### src/rtl/writeback_arbiter_pkg.sv
// rtl/writeback_arbiter_pkg.sv - shared core widths, source IDs and helpers for writeback
package writeback_arbiter_pkg;

    localparam int XLEN_DEFAULT = 32;
    localparam int REG_IDX_W    = 5;
    localparam int NUM_REGS     = 1 << REG_IDX_W;

    typedef enum logic [1:0] {
        SRC_NONE = 2'd0,
        SRC_ALU  = 2'd1,
        SRC_LSU  = 2'd2,
        SRC_MDU  = 2'd3
    } src_e;

    // x0 is hardwired, so it never maps to a scoreboard bit
    function automatic logic [NUM_REGS-1:0] rd_onehot(input logic [REG_IDX_W-1:0] rd,
                                                       input logic                 en);
        rd_onehot = '0;
        if (en && rd != '0) begin
            rd_onehot[rd] = 1'b1;
        end
    endfunction

endpackage

### src/rtl/writeback_arbiter_wb_scoreboard.sv
// rtl/writeback_arbiter_wb_scoreboard.sv - pending-writeback bit per integer register
module wb_scoreboard
    import writeback_arbiter_pkg::*;
(
    input  logic                 clk_i,
    input  logic                 rst_ni,
    input  logic                 set_i,
    input  logic [REG_IDX_W-1:0] set_rd_i,
    input  logic                 clr_i,
    input  logic [REG_IDX_W-1:0] clr_rd_i,
    output logic [NUM_REGS-1:0]  pending_o
);

    // Set is applied after clear so a same-cycle reissue keeps the bit
    always_ff @(posedge clk_i or negedge rst_ni) begin
        if (!rst_ni) begin
            pending_o <= '0;
        end else begin
            pending_o <= (pending_o & ~rd_onehot(clr_rd_i, clr_i)) | rd_onehot(set_rd_i, set_i);
        end
    end

endmodule

### src/rtl/writeback_arbiter.sv
// rtl/writeback_arbiter.sv - ALU-priority, LSU/MDU round-robin register file write arbiter
module writeback_arbiter
    import writeback_arbiter_pkg::*;
#(
    parameter int   XLEN    = XLEN_DEFAULT,
    parameter logic RR_INIT = 1'b0
) (
    input  logic                 clk_i,
    input  logic                 rst_ni,
    input  logic                 alu_valid_i,
    input  logic [REG_IDX_W-1:0] alu_rd_i,
    input  logic [XLEN-1:0]      alu_data_i,
    input  logic                 lsu_valid_i,
    input  logic [REG_IDX_W-1:0] lsu_rd_i,
    input  logic [XLEN-1:0]      lsu_data_i,
    output logic                 lsu_ready_o,
    input  logic                 mdu_valid_i,
    input  logic [REG_IDX_W-1:0] mdu_rd_i,
    input  logic [XLEN-1:0]      mdu_data_i,
    output logic                 mdu_ready_o,
    input  logic                 issue_valid_i,
    input  logic [REG_IDX_W-1:0] issue_rd_i,
    output logic                 reg_write_o,
    output logic [REG_IDX_W-1:0] rd_o,
    output logic [XLEN-1:0]      write_data_o,
    output logic [NUM_REGS-1:0]  pending_o
);

    logic                 rr_q;
    src_e                 grant;
    logic                 accept;
    logic [REG_IDX_W-1:0] sel_rd;
    logic [XLEN-1:0]      sel_data;

    // rr_q = 0 prefers the LSU, rr_q = 1 prefers the MDU
    always_comb begin
        grant = SRC_NONE;
        if (alu_valid_i) begin
            grant = SRC_ALU;
        end else if (lsu_valid_i && (!mdu_valid_i || !rr_q)) begin
            grant = SRC_LSU;
        end else if (mdu_valid_i) begin
            grant = SRC_MDU;
        end
    end

    always_comb begin
        sel_rd   = '0;
        sel_data = '0;
        case (grant)
            SRC_ALU: begin
                sel_rd   = alu_rd_i;
                sel_data = alu_data_i;
            end
            SRC_LSU: begin
                sel_rd   = lsu_rd_i;
                sel_data = lsu_data_i;
            end
            SRC_MDU: begin
                sel_rd   = mdu_rd_i;
                sel_data = mdu_data_i;
            end
            default: begin
                sel_rd   = '0;
                sel_data = '0;
            end
        endcase
    end

    assign accept      = (grant != SRC_NONE);
    assign lsu_ready_o = rst_ni && (grant == SRC_LSU);
    assign mdu_ready_o = rst_ni && (grant == SRC_MDU);

    // rd/data only move on a real write so they hold while reg_write_o is low
    always_ff @(posedge clk_i or negedge rst_ni) begin
        if (!rst_ni) begin
            reg_write_o  <= 1'b0;
            rd_o         <= '0;
            write_data_o <= '0;
            rr_q         <= RR_INIT;
        end else begin
            reg_write_o <= accept && (sel_rd != '0);
            if (accept && (sel_rd != '0)) begin
                rd_o         <= sel_rd;
                write_data_o <= sel_data;
            end
            if (grant == SRC_LSU) begin
                rr_q <= 1'b1;
            end else if (grant == SRC_MDU) begin
                rr_q <= 1'b0;
            end
        end
    end

    wb_scoreboard u_scoreboard (
        .clk_i    (clk_i),
        .rst_ni   (rst_ni),
        .set_i    (issue_valid_i),
        .set_rd_i (issue_rd_i),
        .clr_i    (accept),
        .clr_rd_i (sel_rd),
        .pending_o(pending_o)
    );

endmodule

### config.mk
export PLATFORM = sky130hd
export DESIGN_NAME = writeback_arbiter
export DESIGN_NICKNAME = d
export VERILOG_FILES = /design/src/rtl/writeback_arbiter_pkg.sv /design/src/rtl/writeback_arbiter_wb_scoreboard.sv /design/src/rtl/writeback_arbiter.sv
export SDC_FILE = /design/constraint.sdc
export NUM_CORES = 1
export LEC_CHECK = 0
export ABC_AREA = 1
export BUFFER_PORTS_ARGS = -buffer_cell sky130_fd_sc_hd__buf_2
export CORE_UTILIZATION = 35
export DETAILED_ROUTE_END_ITERATION = 10
export GPL_TIMING_DRIVEN = 0
export HOLD_SLACK_MARGIN = 0.1
export REMOVE_ABC_BUFFERS = 1
export SYNTH_ARGS = -nofsm -noshare
export SYNTH_HDL_FRONTEND = slang
export SYNTH_SLANG_ARGS = --single-unit
### constraint.sdc
create_clock -name clk_i -period 1.8 [get_ports clk_i]
set_input_delay 0.18 -clock clk_i [delete_from_list [all_inputs] [get_ports clk_i]]
set_output_delay 0.18 -clock clk_i [all_outputs]
set_load 0.02 [all_outputs]
==> Word-level counts from Yosys, hierarchy flattened <==
Cells that the tools add are included.
{ "word_totals": {"reg_bits": 71, "latchBits": 0, "ramBits": 0, "mem_bits_ro": 0, "in_bits": 122, "word_cells": 42, "memories": 0} }
{ "classes": {"n_addsub": 0, "n_mul": 0, "div": 0, "n_lt_le_gt_ge": 4, "eq_ne": 3, "shifts": 0, "n_mux": 13, "n_bitwise": 3, "n_reduce_logical": 14} }
{ "ops": {"columns": ["op", "count"], "rows": [
  ["$pmux W32 S3", 1],
  ["$mux W32", 2],
  ["$and A32 B32 Y32", 1],
  ["$not A32 Y32", 1],
  ["$or A32 B32 Y32", 1],
  ["$pmux W5 S3", 1],
  ["$lt A5 B6 Y1 const B", 2],
  ["$demux W1 S5", 2],
  ["$ge A5 B1 Y1 const B", 2],
  ["$reduce_bool A5 Y1", 2],
  ["$logic_and A1 B1 Y1", 7],
  ["$mux W2", 3],
  ["$eq A2 B2 Y1 const B", 2],
  ["$mux W1", 4],
  ["$reduce_bool A2 Y1", 2],
  ["$eq A2 B1 Y1 const B", 1],
  ["$logic_not A1 Y1", 2],
  ["$logic_or A1 B1 Y1", 1]
]} }

==> Logic depth before layout (Yosys ltp) <==
Gate-level depths: netlist (run 1).
{ "depth": {"depth_word": 15, "ltp_mapped": 11, "ltp_nobuf": 10} }

==> Hierarchy <==
From an unflattened synthesis (run 1), not the netlist that was laid out.
{ "unflattened": {"hier_cells": 525, "hier_area_um2": 3875.0} }
{ "by_module_without_submodules": {"columns": ["mod", "n_inst", "cells_per_inst", "area_per_inst_um2"], "rows": [
  ["writeback_arbiter", 1, 345, 2408.6],
  ["wb_scoreboard", 1, 180, 1466.4]
]} }

==> Worst setup path after synthesis (run 1) <==
Ideal clock, no wire load.
{ "synth_path": {"path_kind": "reg2out", "from": "register rr_q", "to": "output port mdu_ready_o", "arrival_time_ns": 1.328, "required_time_ns": 1.620, "path_slack_ns": 0.292, "stages_incl_launch_ff": 7, "n_path_buf": 2, "path_cell_list": "dfrtp_1 inv_1 nand2_2 nand2_2 buf_6 clkbuf_1 nor3_1"} }
{ "synth_between": {"elab_chain_cells": 7} }
{ "synth_rtl": {"columns": ["item", "line", "source"], "rows": [
  ["from (decl)", "writeback_arbiter.sv:29", "logic rr_q;"],
  ["from (signal assigned)", "writeback_arbiter.sv:80", "rr_q <= RR_INIT;"],
  ["from (signal assigned)", "writeback_arbiter.sv:88", "rr_q <= 1'b1;"],
  ["from (signal assigned)", "writeback_arbiter.sv:90", "rr_q <= 1'b0;"],
  ["$logic_not A1 Y1", "writeback_arbiter.sv:40", "end else if (lsu_valid_i && (!mdu_valid_i || !rr_q)) begin"],
  ["$logic_or A1 B1 Y1", "writeback_arbiter.sv:40", null],
  ["$logic_and A1 B1 Y1", "writeback_arbiter.sv:40", null],
  ["$mux W2", "writeback_arbiter.sv:40", null],
  ["$mux W2", "writeback_arbiter.sv:38", "if (alu_valid_i) begin"],
  ["$eq A2 B2 Y1", "writeback_arbiter.sv:72", "assign mdu_ready_o = rst_ni && (grant == SRC_MDU);"],
  ["$logic_and A1 B1 Y1", "writeback_arbiter.sv:72", null],
  ["to (decl)", "writeback_arbiter.sv:20", "output logic mdu_ready_o,"]
]} }
Every way passes these cells.

==> Worst setup path after layout (run 1) <==
{ "layout_path": {"from": "register rr_q", "to": "register write_data_o[8]"} }
{ "layout_between": {"elab_chain_cells": 9, "word_cells_on_any_way": 13, "cone_classes": "3 x eq/ne; 4 x mux; 6 x reduce/logical"} }
{ "layout_rtl": {"columns": ["item", "line", "source"], "rows": [
  ["$logic_not A1 Y1 (*)", "writeback_arbiter.sv:40", null],
  ["$logic_or A1 B1 Y1 (*)", "writeback_arbiter.sv:40", null],
  ["$logic_and A1 B1 Y1 (*)", "writeback_arbiter.sv:40", null],
  ["$mux W2 (*)", "writeback_arbiter.sv:40", null],
  ["$mux W2 (*)", "writeback_arbiter.sv:38", null],
  ["$eq A2 B2 Y1 or $eq A2 B1 Y1 (tied branches)", "writeback_arbiter.sv:50", "case (grant)"],
  ["$pmux W5 S3", "writeback_arbiter.sv:50", null],
  ["$reduce_bool A5 Y1", "writeback_arbiter.sv:83", "if (accept && (sel_rd != '0)) begin"],
  ["$logic_and A1 B1 Y1", "writeback_arbiter.sv:83", null],
  ["to (signal assigned)", "writeback_arbiter.sv:85", "write_data_o <= sel_data;"],
  ["to (decl)", "writeback_arbiter.sv:25", "output logic [XLEN-1:0] write_data_o,"]
]} }
Mark *: on every way between the ends. The rest lies on a longest branch, timed or not.
A chain may end at the register's enable or synchronous reset.

==> results of run 1 <==
[repair_timing]
action,4_1_cts,5_1_grt
setup buffers,17,12
hold endpoints to repair,33,0
resized for setup,18,14
cloned,13,5
setup endpoints to repair,71,71
hold buffers,2,0
pin swaps,10,17
[metal layers]
metal / vias up / global-route usage
met5: - / 0
met3: 26 / 0.05380
met1: 2317 / 0.3551
li1: 2260 / -
met2: 245 / 0.4299
met4: 0 / 0.06950
[cell usage in the layout, fill, tap and decap left out, types with 2 or more instances in the layout]
master and instances:
inv_1 35, clkbuf_16 10, buf_4 25, nor2_4 12
nor2_1 7, nor2_2 6, o21ai_0 5, nand3_1 85
nand2_1 203, clkbuf_8 2, bufinv_16 2, nand2_2 5
nor3_1 2, nor4_1 3, nand3_4 8, nand2_4 4
nand3_2 7, o21ai_1 5, buf_12 7, o21bai_1 16
clkinv_4 2, nand4_1 45, buf_2 190, dfrtp_1 71
[cell families (layout without fill, tap and decap cells)]
family,count (synthesis),count (layout)
AND/OR/NAND/NOR,372,389
flip-flops,71,71
buffers and inverters,68,279
AO/OA/AOI/OAI,26,26
[cell type report]
class / count / area [µm²]
clock inverters: 4 / 77.57
clock buffers: 12 / 256.5
inverters: 36 / 135.1
well taps: 140 / 175.2
repair buffers: 227 / 1364
fillers: 1059 / 5052
flip-flops and latches: 71 / 1777
multi-input cells: 415 / 2193
[worst register-to-register path: cells and delay by family, from the launching register on]
family	cells	cell delay, ns
DFF	1	0.37
buffers and inverters	1	0.08
and+or+nand+nor	6	1.21
[worst paths after layout]
path | start | to | slack (ns) | depth (start not counted)
worst max register to register | rr_q$_DFFE_PN0P_ | write_data_o[8]$_DFFE_PN0P_ | 0.08 | 7
worst min-delay path | mdu_data_i[3] | write_data_o[3]$_DFFE_PN0P_ | 0.15 | 5
min in group asynchronous | rst_ni | write_data_o[23]$_DFFE_PN0P_ | 0.41 | 3
worst max-delay path | rr_q$_DFFE_PN0P_ | write_data_o[8]$_DFFE_PN0P_ | 0.08 | 7
max in group asynchronous | rst_ni | reg_write_o$_DFF_PN0_ | 1.19 | 3
worst min register to register | u_scoreboard.pending_o[0]$_DFF_PN0_ | u_scoreboard.pending_o[0]$_DFF_PN0_ | 0.38 | 0
[stage by stage]
step                      worst slack [ns]  hold slack [ns]  utilization  std cells  power [W]
after detailed placement            -1.669           0.1644       0.4541        840   0.004013
after CTS                         -0.02140           0.1499       0.5202        888   0.006191
after global routing             -0.006773           0.1580       0.5420        905   0.006595
after global placement              -1.745           0.3657       0.4500        838   0.003960
final                              0.07948           0.1508       0.5420        905   0.006290
after floorplan                    -0.5901          -0.1156            -        505   0.003214
[registers in the layout, indices dropped and copies added (netlist names)]
name,count
reg_write_o,1
rd_o,5
write_data_o,32
u_scoreboard.pending_o,32
rr_q,1
[power groups by stage]
stage               Combinational (W)  Clock, W  Sequential, W
floorplan                    0.000650         0        0.00256
global placement              0.00181         0        0.00215
detailed placement            0.00185         0        0.00216
CTS                           0.00207   0.00199        0.00214
global route                  0.00235   0.00206        0.00218
finish                        0.00218   0.00196        0.00214
==> flow_summary.yaml, run 1 <==
routing:
  route.detailed.wl_per_inst_um: 18.05
  highest_layer: "met4"
  num_vias: 4848
  drc: 0
  avgViaCountPerCell: 5.357
  wl_met3_um: 1213
  ant_nets: 0
  dr.pass1.iters: 5
  dr.first_iter.drc_count: 380
  wl_um: 16340
  met2_length_um: 7689
  met1_length_um: 7139
floorplanning:
  initial_utilization: 0.3643
  chipWidth_um: 109.2
  dieArea_um2: 11910
  core_um2: 11030
  num_io_pins: 194
  rows: 38
  die_h_um: 109.2
clocking:
  cts_root_buf: "clkbuf_16"
  clkLatencyLatePin_ns: 0.33
  htree_levels: 3
  cts_tree: "yes"
  path_clk_slew_ns: 0.06
  cts.sinks: 71
  clockBufferDepth: 2
  cts_buffers: 9
critical_path:
  worstPathArrival_ns: 1.98
  required_ns: 2.06
  crit_chain: "inv_2 > nand2_4 > nand4_1 > nand2_4 > nor2_2 > nand4_1 > nand2_1"
  slowest_delay_ns: 0.52
  path_class: "reg -> reg"
  path_buf_inv: 1
  worst-path-max-fanout: 11
  end_kind: "flip-flop"
  worstSetupStartpointType: "flip-flop"
  critPathSlowestCell: "nor2_2"
  crit_family: "simple AND/OR/NAND/NOR gates"
power:
  power_density_nw_per_um2: 1052
  combPwrFrac: 0.347
  sw_frac_of_total: 0.3610
  seq_power_share: 0.341
  vdd_drop_max_v: 0.0006012
  clockPowerShare: 0.312
  p_leak_nw: 3.231
  intPower_w: 0.004019
  p_sw_w: 0.002271
synthesis:
  synthCells: 537
  synthTopCellsByCount: "nand2_1, nand3_1, dfrtp_1, nand4_1, inv_1"
  synth.area.top_cells: "dfrtp_1, nand2_1, nand3_1"
  ys.flop_type: "dfrtp_1"
  synth_edf_count: 0
  synth_xor_area_frac: 0
  netlist_area_um2: 4019
  synth_cell_types: 22
  seq_area_frac_synth: 0.4421
  synth_top_area_cell: "dfrtp_1"
  synthSimpleGateAreaFrac: 0.4331
  yosysWarnings: 0
  synthMuxAreaShare: 0
  avgSynthCellArea_um2: 7.484
  ys_ff_latch: 71
  synth_top_area_share: 0.4421
  synth_fa_ha_area_frac: 0
  synth.most_common_cell: "nand2_1"
  ys_async_sr_fraction: 1.000
  synth_top_family_by_area: "simple AND/OR/NAND/NOR gates"
  synth_compound_area_frac: 0.04234
global_routing:
  first_global_vias: 4455
  grt_use_total: 0.2639
  antenna_found_initial: 0
  grt-ovfl-total: 0
  grt_max_degree: 44
  grt_pass1_wl_um: 23430
sta:
  slew_viol_final: 0
  tightest_slew_ns: 0.9287
  fin_worst_skew_ns: 0.009870
  relSlewSlack: 0.3802
  min_period_over_period: 0.9558
  fin_tns_setup_ns: 0
  finalCriticalPeriod_ns: 1.721
  setup_viol: 0
  clock.fmax_mhz: 581.2
  hold_violations: 0
final_layout:
  antennaDiodeCount: 0
  final_cell_area_um2: 5978
  area.growth.synth_to_final_pct: 48.75
  fin_nets: 882
  layout-drive-gt1-share: 0.3739
place:
  dpl_cell_area_um2: 5009
  io_buffers: 193
  gp_congestion: 0.9313
  dpl.hpwl_um: 9364
run:
  cap_viol_max_count: 0
outcome:
  status: "completed"
worst_hold_path:
  hold_path.class: "in -> reg"
No activity file was read; power rests on OpenSTA's default activity.
==> inputs of run 2 (changes only) <==
--- a/config.mk
+++ b/config.mk
@@ -5,12 +5,12 @@
 export SDC_FILE = /design/constraint.sdc
 export NUM_CORES = 1
 export LEC_CHECK = 0
-export ABC_AREA = 1
 export BUFFER_PORTS_ARGS = -buffer_cell sky130_fd_sc_hd__buf_2
 export CORE_UTILIZATION = 35
 export DETAILED_ROUTE_END_ITERATION = 10
 export GPL_TIMING_DRIVEN = 0
 export HOLD_SLACK_MARGIN = 0.1
+export PLACE_DENSITY = 0.65
 export REMOVE_ABC_BUFFERS = 1
 export SYNTH_ARGS = -nofsm -noshare
 export SYNTH_HDL_FRONTEND = slang
==> flow_summary.yaml, run 2 <==
routing:
  wl_um: 13850
  dr.pass1.iters: 8
  dr.first_iter.drc_count: 261
  ant_nets: 0
  avgViaCountPerCell: 5.590
  route.detailed.wl_per_inst_um: 20.14
  num_vias: 3846
  drc: 0
final_layout:
  final_cell_mix: "buf_2, dfrtp_1, inv_1"
  layout-drive-gt1-share: 0.5369
  fin_nets: 672
  antennaDiodeCount: 0
  area.growth.synth_to_final_pct: 60.85
  largestRegisters: "u_scoreboard.pending_o x32, write_data_o x32, rd_o x5"
  layout_commonest_cell: "buf_2"
sta:
  whs_ns: 0.1251
  hold_violations: 0
  finalCriticalPeriod_ns: 2.126
  fin_tns_setup_ns: -13.22
  setup_viol: 63
  rsz0062_at_grt: "true"
  clock.fmax_mhz: 470.3
  tightest_slew_ns: 0.8870
  min_period_over_period: 1.181
  slew_viol_final: 0
  fin_worst_skew_ns: 0.007846
  relSlewSlack: 0.4081
  setup_slack_ns: -0.3262
synthesis:
  ys.flop_type: "dfrtp_1"
  netlist_area_um2: 3576
  avgSynthCellArea_um2: 10.84
  yosysWarnings: 0
  synth_top_area_cell: "dfrtp_1"
  synth.area.top_cells: "dfrtp_1, a222oi_1, mux2i_1"
  synth_cell_types: 35
  ys_async_sr_fraction: 1.000
  seq_area_frac_synth: 0.4969
  synth_top_area_share: 0.4969
  synth.most_common_cell: "dfrtp_1"
  synth_edf_count: 0
  synthTopCellsByCount: "dfrtp_1, inv_1, o21ai_0, a222oi_1, mux2i_1"
  ys_ff_latch: 71
  synthCells: 330
run:
  cap_viol_max_count: 0
floorplanning:
  initial_utilization: 0.3642
  dieArea_um2: 10630
  core_um2: 9819
  num_io_pins: 194
  die_h_um: 103.1
  rows: 36
  chipWidth_um: 103.1
critical_path:
  worstPathArrival_ns: 2.33
  crit_chain: "nand2_2 > and2_4 > a221o_4 > or4_4 > buf_12 > mux2i_1"
  path_class: "reg -> reg"
  end_kind: "flip-flop"
  required_ns: 2.01
  slowest_delay_ns: 0.56
  worstSetupStartpointType: "flip-flop"
  crit_family: "simple AND/OR/NAND/NOR gates"
  worst-path-max-fanout: 17
  path_buf_inv: 1
  critPathSlowestCell: "or4_4"
worst_hold_path:
  hold_path.class: "in -> reg"
clocking:
  cts.sinks: 71
  cts_buffers: 9
  cts_tree: "yes"
  clockBufferDepth: 2
  htree_levels: 3
  path_clk_slew_ns: 0.08
  cts_root_buf: "clkbuf_8"
  clkLatencyLatePin_ns: 0.35
place:
  dpl.hpwl_um: 8186
  io_buffers: 193
  gp_congestion: 0.8417
global_routing:
  grt-ovfl-total: 0
  antenna_found_initial: 0
  grt_use_total: 0.2390
  grt_pass1_wl_um: 18490
  grt_max_degree: 72
  first_global_vias: 3548
power:
  vdd_drop_max_v: 0.0005398
  p_leak_nw: 2.868
  power_density_nw_per_um2: 936.7
outcome:
  status: "finished, violations left"
  failed_checks: "setup timing"
==> run 2: power breakdown <==
| group | total (W) | internal (W) | switching, W | leakage [nW] |
|---|---|---|---|---|
| Sequential | 0.00205 | 0.00187 | 0.000182 | 0.846 |
| Clock | 0.00138 | 0.000778 | 0.000600 | 0.104 |
| Combinational | 0.00196 | 0.000840 | 0.00112 | 1.92 |
| Total | 0.00539 | 0.00349 | 0.00190 | 2.87 |
==> run 2: kinds of logic (layout without fill, tap and decap cells) <==
family / after synthesis / in the layout / share of synthesized area
AO/OA/AOI/OAI: 124 / 126 / 0.2750
multiplexers: 32 / 32 / 0.08957
AND/OR/NAND/NOR: 42 / 47 / 0.06473
buffers and inverters: 61 / 279 / 0.07382
flip-flops: 71 / 71 / 0.4968
==> run 2: area by class of cell <==
type / instances / area [µm²]
Multi-Input combinational cell: 205 / 2051
Clock inverter: 4 / 70.07
Fill cell: 853 / 4068
Inverter: 37 / 138.9
Clock buffer: 12 / 135.1
Sequential cell: 71 / 1778
Tap cell: 133 / 166.4
Timing Repair Buffer: 226 / 1413
==> run 2: worst reg2reg max path, cell delays in order (launching register included) <==
cell and delay [ns]:
dfrtp_2 0.43, nand2_2 0.07, and2_4 0.18, a221o_4 0.42
or4_4 0.56, buf_12 0.19, mux2i_1 0.14
==> run 2: worst paths after layout <==
| path | start | slack (ns) | depth (start not counted) | to |
|---|---|---|---|---|
| hold / removal | mdu_data_i[19] | 0.13 | 3 | write_data_o[19]$_DFFE_PN0P_ |
| setup reg to reg | rr_q$_DFFE_PN0P_ | -0.33 | 6 | write_data_o[17]$_DFFE_PN0P_ |
| hold reg to reg | u_scoreboard.pending_o[0]$_DFF_PN0_ | 0.38 | 0 | u_scoreboard.pending_o[0]$_DFF_PN0_ |
| max in group asynchronous | rst_ni | 1.19 | 3 | write_data_o[4]$_DFFE_PN0P_ |
| min in group asynchronous | rst_ni | 0.19 | 2 | u_scoreboard.pending_o[30]$_DFF_PN0_ |
| setup / recovery | rr_q$_DFFE_PN0P_ | -0.33 | 6 | write_data_o[17]$_DFFE_PN0P_ |
==> run 2: what timing repair did <==
item | in CTS | in global routing
hold buffers | 1 | 0
pin swaps | 21 | 19
hold endpoints to repair | 71 | 0
buffers inserted | 22 | 6
gates resized for setup | 76 | 39
gates cloned | 6 | 4
setup endpoints to repair | 69 | 70
==> run 2: routing by layer <==
layer	share of wire	track usage
met1	0.39	0.2698
met2	0.52	0.4421
met3	0.070	0.04746
met4	0.027	0.09209
met5	0	0
==> run 2: per-stage QoR <==
stage	cell area [µm²]	util	power (W)	setup WS [ns]	cells
global route	5752	0.5858	0.005647	-0.3681	688
detailed placement	4648	0.4734	0.003536	-1.631	634
floorplan	3451	-	0.002875	-1.276	306
CTS	5428	0.5528	0.005209	-0.3224	679
finish	5752	0.5858	0.005388	-0.3262	688
global placement	4583	0.4667	0.003486	-2.835	632
==> inputs of run 3 (changes only) <==
--- a/config.mk
+++ b/config.mk
@@ -6,11 +6,11 @@
 export NUM_CORES = 1
 export LEC_CHECK = 0
 export BUFFER_PORTS_ARGS = -buffer_cell sky130_fd_sc_hd__buf_2
-export CORE_UTILIZATION = 35
+export CORE_UTILIZATION = 38
 export DETAILED_ROUTE_END_ITERATION = 10
 export GPL_TIMING_DRIVEN = 0
 export HOLD_SLACK_MARGIN = 0.1
-export PLACE_DENSITY = 0.65
+export PLACE_DENSITY = 0.7
 export REMOVE_ABC_BUFFERS = 1
 export SYNTH_ARGS = -nofsm -noshare
 export SYNTH_HDL_FRONTEND = slang
==> flow_summary.yaml, run 3 (synthesis gave the netlist of run 2 again) <==
critical_path:
  worstSetupStartpointType: "flip-flop"
  end_kind: "flip-flop"
  worst-path-max-fanout: 19
  rr_startpoint: "rr_q$_DFFE_PN0P_"
  worstPathArrival_ns: 2.35
  critPathSlowestCell: "or4_4"
  crit_chain: "nor2b_4 > nor2_4 > a221o_4 > or4_4 > buf_12 > mux2i_1"
  slowest_delay_ns: 0.56
  required_ns: 2.01
  setup.worst_path.start: "rr_q$_DFFE_PN0P_"
  path_class: "reg -> reg"
sta:
  rsz0062_at_grt: "true"
  hold_violations: 0
  min_period_over_period: 1.189
  slew_viol_final: 0
  fin_worst_skew_ns: 0.007464
  setup_viol: 68
  finalCriticalPeriod_ns: 2.141
  setup_slack_ns: -0.3410
  whs_ns: 0.1269
  tightest_slew_ns: 0.9387
  relSlewSlack: 0.3735
  clock.fmax_mhz: 467.1
power:
  p_total_w: 0.005263
  combPwrFrac: 0.367
  p_leak_nw: 2.863
  clockPowerShare: 0.244
  seq_power_share: 0.390
  power_density_nw_per_um2: 927.6
  p_sw_w: 0.001925
  sw_frac_of_total: 0.3658
  intPower_w: 0.003338
  vdd_drop_max_v: 0.0005703
final_layout:
  final_cell_mix: "buf_2, dfrtp_1, inv_1"
  largestRegisters: "u_scoreboard.pending_o x32, write_data_o x32, rd_o x5"
  area.growth.synth_to_final_pct: 58.68
  layout-drive-gt1-share: 0.5376
  fin_nets: 675
  layout_commonest_cell: "buf_2"
clocking:
  cts_tree: "yes"
  path_clk_slew_ns: 0.08
  clkLatencyLatePin_ns: 0.35
  htree_levels: 3
  cts_root_buf: "clkbuf_8"
  clockBufferDepth: 2
  cts.sinks: 71
  cts_buffers: 9
routing:
  ant_nets: 0
  dr.first_iter.drc_count: 243
  wl_um: 13260
  route.detailed.wl_per_inst_um: 19.79
  dr.pass1.iters: 7
  avgViaCountPerCell: 5.699
  num_vias: 3818
  drc: 0
global_routing:
  grtUsageMet3: 0.04965
  top_usage_layer: "met2"
  antenna_found_initial: 1
  grt_util_met1: 0.3006
  met2_usage: 0.4771
  grt_pass1_wl_um: 19460
  grt_max_degree: 48
  grt-ovfl-total: 0
  first_global_vias: 3692
  grt_use_total: 0.2608
floorplanning:
  chipWidth_um: 99.01
  rows: 35
  num_io_pins: 194
  dieArea_um2: 9802
  initial_utilization: 0.3888
  core_um2: 9196
  die_h_um: 99.01
worst_hold_path:
  min-delay-start: "mdu_data_i[20]"
  hold_path.class: "in -> reg"
place:
  dpl.hpwl_um: 7913
  gp_congestion: 0.8302
  io_buffers: 193
run:
  cap_viol_max_count: 0
outcome:
  failed_checks: "setup timing"
  status: "finished, violations left"
-- run 3: cell types whose count changed in the layout (fill, tap and decap cells not counted), moves of 3 or more --
cell      change
o31ai_1       +3
or4_4         -3
o31ai_4       -3
o21ai_1       +3
buf_4         +6
clkbuf_1      -3
-- run 3: power by group through the flow --
stage	logic, W	registers [W]	clock network [W]
5_1_grt	0.00205	0.00208	0.00137
3_3_place_gp	0.00145	0.00203	0
2_1_floorplan	0.000507	0.00237	0
3_5_place_dp	0.00149	0.00203	0
6_report	0.00193	0.00205	0.00128
4_1_cts	0.00178	0.00203	0.00130
-- run 3: routing by layer --
metal | vias up | wire, µm
met1 | 1878 | 5272
met3 | 21 | 800
met2 | 158 | 6876
met4 | 0 | 309
li1 | 1761 | -
met5 | - | 0
-- run 3: final timing paths --
kind | to | depth (start not counted) | slack, ns
max | write_data_o[25]$_DFFE_PN0P_ | 6 | -0.34
max in group asynchronous | rr_q$_DFFE_PN0P_ | 3 | 1.21
min | write_data_o[20]$_DFFE_PN0P_ | 3 | 0.13
min in group asynchronous | u_scoreboard.pending_o[29]$_DFF_PN0_ | 3 | 0.32
max reg2reg | write_data_o[25]$_DFFE_PN0P_ | 6 | -0.34
min reg2reg | u_scoreboard.pending_o[0]$_DFF_PN0_ | 0 | 0.38
-- run 3: critical path: cells and delay by family, from the launching register on --
family | cells | cell delay (ns)
simple gates | 3 | 0.79
buf+inv | 1 | 0.19
flops | 1 | 0.46
compound gates | 1 | 0.41
mux | 1 | 0.13
-- run 3: layout make-up --
type                            instances  area (µm²)
Fill cell                             735        3522
Multi-Input combinational cell        202        1977
Sequential cell                        71        1778
Timing Repair Buffer                  232        1443
Inverter                               37       138.9
Tap cell                              111       138.9
Clock buffer                            9       123.9
Clock inverter                          7       72.57
Antenna cell                            1       2.502
-- run 3: through the flow --
step | setup TNS, ns | util | cells | setup slack [ns] | area [µm²]
floorplan | -75.64 | - | 306 | -1.276 | 3451
global placement | -178.92 | 0.4954 | 610 | -2.817 | 4556
detailed placement | -129.88 | 0.4995 | 611 | -2.184 | 4593
CTS | -18.01 | 0.5876 | 659 | -0.3258 | 5404
global route | -20.90 | 0.6170 | 670 | -0.3885 | 5674
finish | -17.08 | 0.6170 | 670 | -0.3410 | 5674
-- run 3: repair_timing --
| item | 4_1_cts | 5_1_grt |
|---|---|---|
| cloned | 4 | 2 |
| pin swaps | 23 | 12 |
| endpoints found under the setup margin | 69 | 69 |
| resized for setup | 82 | 23 |
| hold endpoints to repair | 28 | 0 |
| hold buffers | 2 | 0 |
| buffers inserted | 26 | 11 |
